==> src/rtl/imem_boot_loader.sv <==
// Instruction-memory boot loader: takes a length-prefixed, XOR-checksummed byte
// stream, packs little-endian 32-bit words, writes them from address 0 upward
// and holds the CPU in reset until a verified image is in place.
module imem_boot_loader #(
  parameter int unsigned ADDR_W = 8
) (
  input  logic              Clk,
  input  logic              Rst,
  input  logic              Start,
  input  logic              Byte_valid,
  input  logic [7:0]        Byte_data,
  output logic              Byte_ready,
  output logic              Mem_we,
  output logic [ADDR_W-1:0] Mem_addr,
  output logic [31:0]       Mem_wdata,
  output logic              Cpu_rst,
  output logic              Busy,
  output logic              Done,
  output logic              Error,
  output logic [ADDR_W:0]   Words_loaded
);

  localparam int unsigned CNT_W     = ADDR_W + 1;
  localparam int unsigned MAX_WORDS = 1 << ADDR_W;

  typedef enum logic [2:0] {
    S_IDLE, S_LEN0, S_LEN1, S_DATA, S_CSUM, S_DONE, S_ERROR
  } state_t;

  state_t           state, state_nxt;
  logic             accept;
  logic             start_load;
  logic             busy_nxt;
  logic             last_word;
  logic [15:0]      len_full;
  logic [7:0]       len_lo;
  logic [CNT_W-1:0] n_words;
  logic [7:0]       xor_acc;
  logic [1:0]       byte_idx;
  logic [23:0]      word_buf;

  assign accept    = Byte_ready & Byte_valid;
  assign len_full  = {Byte_data, len_lo};
  assign last_word = (Words_loaded + CNT_W'(1)) == n_words;
  assign busy_nxt  = (state_nxt == S_LEN0) || (state_nxt == S_LEN1) ||
                     (state_nxt == S_DATA) || (state_nxt == S_CSUM);

  // State register
  always_ff @(posedge Clk or negedge Rst) begin
    if (!Rst) state <= S_IDLE;
    else      state <= state_nxt;
  end

  // Next-state decode; a load only (re)starts from a quiescent state
  always_comb begin
    state_nxt  = state;
    start_load = 1'b0;
    case (state)
      S_IDLE, S_DONE, S_ERROR: begin
        if (Start) begin
          state_nxt  = S_LEN0;
          start_load = 1'b1;
        end
      end
      S_LEN0: if (accept) state_nxt = S_LEN1;
      S_LEN1: begin
        if (accept) begin
          if (len_full == 16'd0)                 state_nxt = S_CSUM;
          else if (32'(len_full) > MAX_WORDS)    state_nxt = S_ERROR;
          else                                   state_nxt = S_DATA;
        end
      end
      S_DATA: if (accept && byte_idx == 2'd3 && last_word) state_nxt = S_CSUM;
      S_CSUM: begin
        if (accept) state_nxt = (Byte_data == xor_acc) ? S_DONE : S_ERROR;
      end
      default: state_nxt = S_IDLE;
    endcase
  end

  // Status outputs registered from the next state
  always_ff @(posedge Clk or negedge Rst) begin
    if (!Rst) begin
      Byte_ready <= 1'b0;
      Busy       <= 1'b0;
      Done       <= 1'b0;
      Error      <= 1'b0;
      Cpu_rst    <= 1'b1;
    end else begin
      Byte_ready <= busy_nxt;
      Busy       <= busy_nxt;
      Done       <= (state_nxt == S_DONE);
      Error      <= (state_nxt == S_ERROR);
      Cpu_rst    <= (state_nxt != S_DONE);
    end
  end

  // Byte datapath: length capture, checksum, word assembly and memory write
  always_ff @(posedge Clk or negedge Rst) begin
    if (!Rst) begin
      Mem_we       <= 1'b0;
      Mem_addr     <= '0;
      Mem_wdata    <= '0;
      Words_loaded <= '0;
      len_lo       <= '0;
      n_words      <= '0;
      xor_acc      <= '0;
      byte_idx     <= '0;
      word_buf     <= '0;
    end else begin
      Mem_we <= 1'b0;
      if (start_load) begin
        xor_acc      <= '0;
        byte_idx     <= '0;
        Words_loaded <= '0;
      end else if (accept) begin
        xor_acc <= xor_acc ^ Byte_data;
        case (state)
          S_LEN0: len_lo  <= Byte_data;
          S_LEN1: n_words <= CNT_W'(len_full);
          S_DATA: begin
            byte_idx <= byte_idx + 2'd1;
            case (byte_idx)
              2'd0: word_buf[7:0]   <= Byte_data;
              2'd1: word_buf[15:8]  <= Byte_data;
              2'd2: word_buf[23:16] <= Byte_data;
              default: begin
                Mem_we       <= 1'b1;
                Mem_addr     <= Words_loaded[ADDR_W-1:0];
                Mem_wdata    <= {Byte_data, word_buf};
                Words_loaded <= Words_loaded + CNT_W'(1);
              end
            endcase
          end
          default: ;
        endcase
      end
    end
  end

endmodule

==> config.mk <==
export PLATFORM = sky130hd
export DESIGN_NAME = imem_boot_loader
export DESIGN_NICKNAME = d
export VERILOG_FILES = /design/src/rtl/imem_boot_loader.sv
export SDC_FILE = /design/constraint.sdc
export NUM_CORES = 1
export LEC_CHECK = 0
export BUFFER_PORTS_ARGS = -buffer_cell sky130_fd_sc_hd__clkbuf_2
export CAP_MARGIN = 20
export CORE_ASPECT_RATIO = 1.25
export CORE_UTILIZATION = 55
export CTS_CLUSTER_SIZE = 20
export DETAILED_ROUTE_END_ITERATION = 8
export PLACE_DENSITY = 0.77
export RECOVER_POWER = 25
export REMOVE_ABC_BUFFERS = 1
export SYNTH_ARGS = -nofsm -noshare
export SYNTH_HDL_FRONTEND = slang
export SYNTH_SLANG_ARGS = --single-unit
==> constraint.sdc <==
create_clock -name Clk -period 2.3 [get_ports Clk]
set_clock_uncertainty 0.15 [all_clocks]
set_input_delay 0.575 -clock Clk [delete_from_list [all_inputs] [get_ports Clk]]
set_output_delay 0.575 -clock Clk [all_outputs]
set_load 0.03 [all_outputs]
==> impl_metrics.py <==
metrics = {
    "grt": {
        "grt_max_degree": 51,
        "grt.total_usage": 0.2393,
        "antenna_found_initial": 0,
        "grt_overflow": 0,
        "grt_pass1_wl_um": 16840,
        "grt_pass1_vias": 3448,
    },
    "power": {
        "p_leak_nw": 2.848,
        "ir_drop_uv": 740.0,
        "power_mw": 5.220,
        "powerDensity_nw_per_um2": 925.0,
    },
    "synth": {
        "ys_ff_latch": 108,
        "syn_area_um2": 4922,
        "yosys.area.top_type": "dfrtp_1",
        "synth_cells": 471,
        "synth-edff-count": 0,
        "synth_cell_types": 52,
        "synth_top_area_share": 0.5440,
        "synth_area_leaders": "dfrtp_1, nand2_1, mux2_2",
        "yosys_warnings": 0,
        "synth.avg_cell_area_um2": 10.45,
        "seq_area_frac_synth": 0.5493,
        "async_flop_share": 1.000,
        "synth_flop_cell": "dfrtp_1",
    },
    "cts": {
        "cts_sinks": 108,
        "cts_buffers": 9,
        "cts_buffer_depth": 2,
        "clk_pin_slew_ns": 0.10,
        "root_buffer": "clkbuf_8",
        "clock_latency_ns": 0.39,
        "postCtsSetupRepairBufs": 0,
        "cts_tree": "done",
        "htreeDepth": 3,
        "cts_resized": 0,
    },
    "die": {
        "coreArea_um2": 8701,
        "start_util": 0.5657,
        "dieArea_um2": 9335,
        "die_w_um": 86.62,
        "die_h_um": 107.8,
        "ioPinCount": 67,
        "row_count": 38,
    },
    "sta": {
        "rsz0062_at_grt": "no",
        "max-slew-margin-rel": 0.1667,
        "post-route-period-util": 0.9268,
        "hold_slack_ns": 0.3217,
        "finalHoldViolCount": 0,
        "worst_pin_slew_ns": 1.250,
        "setup_slack_ns": 0.1684,
        "finalSetupTns_ns": 0,
        "fmax_mhz": 469.1,
        "setup_viol": 0,
        "period_minus_slack_ns": 2.132,
        "slew_viol_final": 0,
    },
    "drt": {
        "drc_errors": 0,
        "drt_iter0_markers": 191,
        "routed_wl_um": 10110,
        "drtPass1Iterations": 4,
        "wl_per_cell_um": 15.18,
        "routed-via-count": 3518,
        "routed_via_density": 5.282,
        "drtAntennaViolNets": 0,
    },
    "critical_path": {
        "crit_type": "register to register",
        "startpoint": "Words_loaded[0]",
        "worst-path-max-fanout": 2,
        "crit_path_end": "state[1]",
        "arrival_ns": 2.25,
        "start_kind": "register",
        "reg2reg_slack_ns": 0.17,
        "crit_required_ns": 2.42,
        "reg2reg_from": "Words_loaded[0]",
        "r2r_cells": 6,
        "reg2reg_to": "state[1]",
        "worstSetupEndpointType": "register",
    },
    "finish": {
        "syn_to_final_growth_pct": 14.64,
        "utilization": 0.6485,
        "design_area_um2": 5643,
        "diodes": 0,
        "drive_gt1_frac": 0.2839,
        "stdcell_count": 666,
        "nets": 560,
    },
    "placed_design": {
        "dp.cells": 650,
        "dpl.hpwl_um": 7332,
        "gp_congestion": 0.8859,
        "dp_worst_setup_slack_ns": -0.01648,
        "placed_area_um2": 5465,
        "io_buffers": 66,
    },
    "worst_hold_path": {
        "min_path_type": "register to register",
    },
    "status": {
        "status": "finished, final reports clean",
    },
    "run": {
        "drv_cap": 0,
    },
}
==> layer usage <==
metal	GRT usage	wire length, µm	vias to the layer above
met5	0	0	-
met4	0.1107	255	0
met3	0.03758	358	18
met2	0.3957	5229	84
met1	0.3086	4267	1740
li1	-	-	1676
==> synth_stat cells (all sizes together), types with 2 or more instances <==
cell type and instances:
a21oi 7, nor4 6, nor2 24, xnor2 20, nand2 142, clkbuf 10, nor2b 3, nand3 6
nor4b 3, mux2i 3, o41ai 2, xor2 13, a31oi 2, nor3 5, nand2b 4, buf 18
a21o 2, a22oi 2, nand4 2, mux2 38, or3 4, ha 6, o21ai 14, and2 3
dfrtp 107, inv 9
==> sequential cells by signal, indices dropped and copies added, names as in the netlist <==
register / cells
Busy: 1
len_lo: 8
Mem_we: 1
Done: 1
Mem_addr: 8
byte_idx: 2
state: 3
Cpu_rst: 1
Error: 1
Words_loaded: 9
n_words: 9
word_buf: 24
Mem_wdata: 32
xor_acc: 8
==> worst max-delay path, stage by stage, from the launching register on <==
cell and delay (ns):
dfrtp_1 0.41, ha_1 0.33, xnor2_1 0.19, nand4_1 0.14, nor4_2 0.40, a31oi_1 0.16, or2_1 0.25
==> how the worst min path moves through the flow <==
stage | startpoint | endpoint | slack, ns | cells after the start
detailed placement | word_buf[16] | Mem_wdata[16] | 0.30 | 2
global placement | word_buf[18] | Mem_wdata[18] | 0.29 | 2
floorplan | Rst | Busy | 0.13 | 0
finish | word_buf[16] | Mem_wdata[16] | 0.32 | 2
CTS | word_buf[16] | Mem_wdata[16] | 0.33 | 2
global route | word_buf[1] | Mem_wdata[1] | 0.35 | 2
==> cell type report <==
class                      count  area [µm²]
fill                         708        3058
sequential                   108        2704
multi-input combinational    325        2046
timing repair buffer          88       534.3
tap                          120       150.1
clock buffer                   9       123.9
clock inverter                 6       47.55
inverter                      10       37.54
==> report_power, final <==
part	switching [mW]	internal [mW]
combinational	0.784	0.719
sequential	0.357	2.29
clock	0.664	0.402
==> cells by family after synthesis <==
logic type,after synthesis,share of synthesized area
multiplexers,41,0.09304
flip-flops,108,0.5493
AO/OA/AOI/OAI,38,0.05542
AND/OR/NAND/NOR,206,0.1906
buffers and inverters,38,0.03559
XOR/XNOR,33,0.05872
adder cells (fa/ha/maj),7,0.01728
==> repair_timing <==
item	CTS	global route
endpoints found under the setup margin	0	0
hold endpoints to repair	18	0
hold buffers	1	0
==> cell usage in the layout (no fill, tap or decap), types with 7 or more instances in the layout <==
cell	Yosys	routed
nand2_1	141	140
dfrtp_1	107	107
clkbuf_2	0	65
mux2_2	38	38
nor2_1	23	23
xnor2_1	20	20
buf_4	2	18
xor2_1	13	13
o21ai_0	12	12
inv_1	9	9
clkbuf_8	0	9
a21oi_1	7	7
No activity file was read; power rests on OpenSTA's default activity.
